File: src/rtl/acc_pkg.sv
// Shared accelerator types: register/data types, writeback entry and match helper.
// Used by acc_wb_buffer (optional forwarding build: ACC_WB_FWD_EN).
package acc_pkg;

  localparam int ACC_AW       = 5;
  localparam int ACC_DW       = 32;
  localparam int ACC_WB_DEPTH = 4;

  typedef logic [ACC_AW-1:0] reg_addr_t;
  typedef logic [ACC_DW-1:0] data_t;

  typedef struct packed {
    reg_addr_t addr;
    data_t     data;
  } wb_entry_t;

  // x0 never hazards, so a zero source address never matches
  function automatic logic wb_match(
    input wb_entry_t e,
    input logic      v,
    input reg_addr_t a
  );
    return v && (a != '0) && (e.addr == a);
  endfunction

endpackage

File: src/rtl/acc_wb_buffer.sv
// In-order writeback queue between acc_top and the CPU regfile write port.
// Define ACC_WB_FWD_EN to add fwd_data_o (newest matching entry per check port).
module acc_wb_buffer
  import acc_pkg::*;
#(
  parameter int DEPTH = ACC_WB_DEPTH,
  parameter int AW    = ACC_AW,
  parameter int DW    = ACC_DW
) (
  input  logic                 clk_i,
  input  logic                 rst_i,
  input  logic [AW-1:0]        acc_waddr_i,
  input  logic [DW-1:0]        acc_wdata_i,
  input  logic                 acc_wren_i,
  output logic                 acc_ready_o,
  input  logic                 cpu_wb_busy_i,
  output logic [AW-1:0]        rf_waddr_o,
  output logic [DW-1:0]        rf_wdata_o,
  output logic                 rf_wren_o,
  input  logic [2:0][AW-1:0]   chk_addr_i,
  output logic [2:0]           hit_o,
`ifdef ACC_WB_FWD_EN
  output logic [2:0][DW-1:0]   fwd_data_o,
`endif
  output logic                 empty_o,
  output logic                 overflow_o
);

  localparam int PW = $clog2(DEPTH);
  localparam int CW = PW + 1;

  wb_entry_t         mem_q [DEPTH];
  logic [DEPTH-1:0]  vld_q, vld_d;
  logic [PW-1:0]     wr_ptr_q, wr_ptr_d;
  logic [PW-1:0]     rd_ptr_q, rd_ptr_d;
  logic [CW-1:0]     count_q, count_d;
  logic              ovf_q, ovf_d;

  logic      ready;
  logic      push;
  logic      pop;
  wb_entry_t head;
  wb_entry_t wentry;

  assign ready  = !rst_i && (count_q < CW'(DEPTH));
  assign head   = mem_q[rd_ptr_q];
  assign pop    = vld_q[rd_ptr_q] && !cpu_wb_busy_i && !rst_i;
  assign push   = acc_wren_i && ready && (acc_waddr_i != '0);
  assign wentry = '{addr: reg_addr_t'(acc_waddr_i),
                    data: data_t'(acc_wdata_i)};

  always_comb begin
    vld_d    = vld_q;
    wr_ptr_d = wr_ptr_q;
    rd_ptr_d = rd_ptr_q;
    count_d  = count_q;
    ovf_d    = ovf_q | (acc_wren_i && !ready);
    if (pop) begin
      vld_d[rd_ptr_q] = 1'b0;
      rd_ptr_d        = rd_ptr_q + 1'b1;
    end
    if (push) begin
      vld_d[wr_ptr_q] = 1'b1;
      wr_ptr_d        = wr_ptr_q + 1'b1;
    end
    unique case ({push, pop})
      2'b10:   count_d = count_q + 1'b1;
      2'b01:   count_d = count_q - 1'b1;
      default: count_d = count_q;
    endcase
  end

  always_ff @(posedge clk_i) begin
    if (rst_i) begin
      vld_q    <= '0;
      wr_ptr_q <= '0;
      rd_ptr_q <= '0;
      count_q  <= '0;
      ovf_q    <= 1'b0;
    end else begin
      vld_q    <= vld_d;
      wr_ptr_q <= wr_ptr_d;
      rd_ptr_q <= rd_ptr_d;
      count_q  <= count_d;
      ovf_q    <= ovf_d;
    end
  end

  // payload needs no reset; validity lives in vld_q
  always_ff @(posedge clk_i) begin
    if (push) mem_q[wr_ptr_q] <= wentry;
  end

  assign acc_ready_o = ready;
  assign rf_wren_o   = pop;
  assign rf_waddr_o  = pop ? AW'(head.addr) : '0;
  assign rf_wdata_o  = pop ? DW'(head.data) : '0;
  assign empty_o     = (count_q == '0);
  assign overflow_o  = ovf_q;

  always_comb begin
    hit_o = '0;
    for (int k = 0; k < 3; k++) begin
      for (int i = 0; i < DEPTH; i++) begin
        hit_o[k] = hit_o[k] |
          wb_match(mem_q[i], vld_q[i], reg_addr_t'(chk_addr_i[k]));
      end
    end
  end

`ifdef ACC_WB_FWD_EN
  // walk oldest to newest so the youngest match wins
  always_comb begin
    logic [PW-1:0] idx;
    fwd_data_o = '0;
    idx        = '0;
    for (int k = 0; k < 3; k++) begin
      for (int i = 0; i < DEPTH; i++) begin
        idx = rd_ptr_q + PW'(i);
        if (wb_match(mem_q[idx], vld_q[idx],
                     reg_addr_t'(chk_addr_i[k])))
          fwd_data_o[k] = DW'(mem_q[idx].data);
      end
    end
  end
`endif

endmodule

File: config.mk
export PLATFORM = sky130hd
export DESIGN_NAME = acc_wb_buffer
export DESIGN_NICKNAME = d
export VERILOG_FILES = /design/src/rtl/acc_pkg.sv /design/src/rtl/acc_wb_buffer.sv
export SDC_FILE = /design/constraint.sdc
export NUM_CORES = 1
export LEC_CHECK = 0
export ABC_AREA = 1
export CAP_MARGIN = 20
export CORE_MARGIN = 3
export CORE_UTILIZATION = 25
export DETAILED_ROUTE_END_ITERATION = 8
export PLACE_DENSITY_LB_ADDON = 0.05
export SYNTH_ARGS = -nofsm -noshare
export SYNTH_HDL_FRONTEND = slang
export SYNTH_SLANG_ARGS = --single-unit
export TNS_END_PERCENT = 1
File: constraint.sdc
create_clock -name clk_i -period 2.7 [get_ports clk_i]
set_clock_uncertainty 0.1 [all_clocks]
set_input_delay 0.405 -clock clk_i [delete_from_list [all_inputs] [get_ports clk_i]]
set_output_delay 0.405 -clock clk_i [all_outputs]
set_load 0.03 [all_outputs]
==> flow_metrics.env <==
export IMPL_power_density_nw_per_um2=600
export IMPL_synthTopCellsByArea="edfxtp_1 (59%), nor2_1 (9.3%), nand2_1 (8.9%)"
export IMPL_finalCritPeriodShare=0.935
export IMPL_period_needed_ns=2.53
export IMPL_portBuffers=99
export IMPL_die_x_um=180
export IMPL_cts_buffers=17
export IMPL_gp_congestion=0.853
export IMPL_core_area_um2=29200
export IMPL_grt_antenna_before_repair=1
export IMPL_cts_tree="built"
export IMPL_ys_ff_latch=162
export IMPL_cp_top_family="buffers and inverters"
export IMPL_fin_nets=982
export IMPL_finalSetupViolCount=0
export IMPL_max_freq_mhz=396
export IMPL_min_path_type="reg -> reg"
export IMPL_drt_total_wl_um=23200
export IMPL_multi_input_area_um2=2430
export IMPL_end_kind="output pin"
export IMPL_crit_start="rd_ptr_q[0]"
export IMPL_endpoint="rf_wdata_o[19]"
export IMPL_p_leak_uw=0.00380
export IMPL_hold_path_depth=2
export IMPL_drc=0
export IMPL_syn_cell_area_um2=7540
export IMPL_start_util=0.258
export IMPL_worstSetupPathDepth=8
export IMPL_seq_area_um2=4730
export IMPL_synth_largest_area_cell="edfxtp_1"
export IMPL_synth_top_cell_area_share=0.590
export IMPL_cts_buffer_depth=2
export IMPL_design_area_um2=9760
export IMPL_area_growth_pct=29.5
export IMPL_grt_max_degree=51
export IMPL_yosysSeqAreaShare=0.627
export IMPL_ff2ff_path_depth=12
export IMPL_r2r_start="rd_ptr_q[0]"
export IMPL_grt_pass1_wl_um=34800
export IMPL_slowest_delay_ns=0.36
export IMPL_dpl_cell_area_um2=9160
export IMPL_grt_pass1_vias=5962
export IMPL_overflow=0
export IMPL_ir_drop_mv=0.373
export IMPL_syn_avg_cell_area_um2=9.46
export IMPL_worst_path_max_delay_cell="dfxtp_1"
export IMPL_rsz0062_at_grt="no"
export IMPL_worstPathMaxFanout=24
export IMPL_reg2reg_slack_ns=0.44
export IMPL_timing_hold_violations_final=0
export IMPL_layout_commonest_cell="nor2_1"
export IMPL_cp_required_ns=2.19
export IMPL_crit_arrival_ns=2.02
export IMPL_crit_chain="inv_2 > nand2_1 > nand3_2 > nand3_4 > buf_12 > buf_6 > a21oi_1 > buf_4"
export IMPL_cts_root_buf="clkbuf_16"
export IMPL_gr_usage_all_layers=0.141
export IMPL_fp_dieArea_um2=32300
export IMPL_final_cell_mix="nor2_1 (186), nand2_1 (178), edfxtp_1 (148)"
export IMPL_die_h_um=180
export IMPL_wl_per_cell_um=17.6
export IMPL_cp_start_kind="register"
export IMPL_tightest_slew_ns=0.426
export IMPL_row_count=62
export IMPL_ant_nets=0
export IMPL_max_cap_viol_count=0
export IMPL_status="finished, final reports clean"
export IMPL_yosys_cell_types_count=26
export IMPL_r2r_end="count_q[2]"
export IMPL_clock_sinks=162
export IMPL_first_pass_iters=4
export IMPL_yosys_warnings=0
export IMPL_drv_slew=0
export IMPL_fin_tns_setup_ns=0
export IMPL_hpwl_um=15900
export IMPL_vias_per_cell=4.46
export IMPL_worstSetupPathType="reg -> out"
export IMPL_netlist_instances=797
export IMPL_route_vias_total=5851
export IMPL_diodes=0
export IMPL_boundaryPins=100
export IMPL_clk_pin_slew_worst_paths_ns=0.07
export IMPL_crit_buf_inv=4
export IMPL_worstSkewPairLatency_ns=0.42
export IMPL_drive_gt1_frac=0.130
export IMPL_synth_nets=863
export IMPL_nFillCells=2945
export IMPL_first_iter_violations=356
export IMPL_cts_max_level=4
export IMPL_slew_headroom=0.716
## area by class of cell
type                    count  share of cell area
clock buffers              18              0.0440
inverters                  54              0.0208
multi-input cells         551               0.249
repair buffers            130               0.136
flip-flops and latches    162               0.484
well taps                 384              0.0492
clock inverters            14              0.0169
## where the power goes
group	internal, µW	leakage [µW]	switching [µW]
registers	2800	0.00146	28.6
logic	225	0.00205	350
clock network	1400	0.000291	1050
## state kept, by name, indices dropped and copies added, names as in the netlist, named ones only
signal and flops:
count_q 3, mem_q 148, overflow_o 1, rd_ptr_q 2, vld_q 4, wr_ptr_q 2
## synth_stat cells
master	count
a21oi_1	61
buf_1	3
buf_2	11
buf_4	3
buf_6	6
clkbuf_1	5
clkbuf_2	2
dfxtp_1	14
edfxtp_1	148
fa_1	1
ha_1	9
inv_1	49
inv_2	5
nand2_1	178
nand2_2	2
nand3_1	15
nand3_2	2
nand3_4	1
nand4_1	4
nor2_1	186
nor2_2	1
nor2_4	1
nor3_1	5
o21ai_0	55
o21ai_1	29
xor2_1	1
## through the flow
| stage | total power [µW] | hold slack [ns] | instances | setup slack, ns | utilization |
|---|---|---|---|---|---|
| 6_report | 5860 | 0.385 | 1313 | 0.175 | 0.334 |
| 5_1_grt | 6110 | 0.408 | 1313 | 0.0245 | 0.334 |
| 4_1_cts | 5950 | 0.389 | 1313 | 0.0516 | 0.333 |
| 2_1_floorplan | 3170 | 0.377 | 797 | 0.298 | - |
| 3_3_place_gp | 3470 | 0.361 | 1281 | -0.0603 | 0.313 |
| 3_5_place_dp | 3470 | 0.367 | 1281 | 0.0103 | 0.313 |
## tightest hold or removal path, cell delays in order, from the launching register on
cell	delay, ns
dfxtp_1	0.33
a21oi_1	0.04
nor2_1	0.07
## logic make-up (layout without fill, tap and decap cells)
logic type      after synthesis  after routing  synth area share
compound gates              145            145            0.0963
xor+xnor                      1              1           0.00116
fa+ha+maj                    10             10            0.0176
buf+inv                      84            216            0.0515
flops                       162            162             0.627
simple gates                395            395             0.207
## timing repair
item / CTS / global route
resized for setup: 0 / 3
hold buffers: 0 / 0
hold endpoints to repair: 0 / 0
buffers inserted: 0 / 0
setup endpoints to repair: 0 / 15
## worst min path at each step
stage / from / end / slack, ns
CTS: overflow_o / overflow_o / 0.39
floorplan: vld_q[0] / vld_q[0] / 0.38
global route: overflow_o / overflow_o / 0.41
finish: overflow_o / overflow_o / 0.38
detailed placement: overflow_o / overflow_o / 0.37
global placement: overflow_o / overflow_o / 0.36
## layer usage
metal  routed length [µm]  vias up  GRT usage  share of wire
met1                10100     2803      0.169           0.44
met3                  827       23     0.0289          0.036
met2                11900      119      0.254           0.51
li1                     -     2904          -              -
met4                  308        2     0.0424          0.013
met5                   13        -          0        0.00056
(Power assumes the default switching activity.)
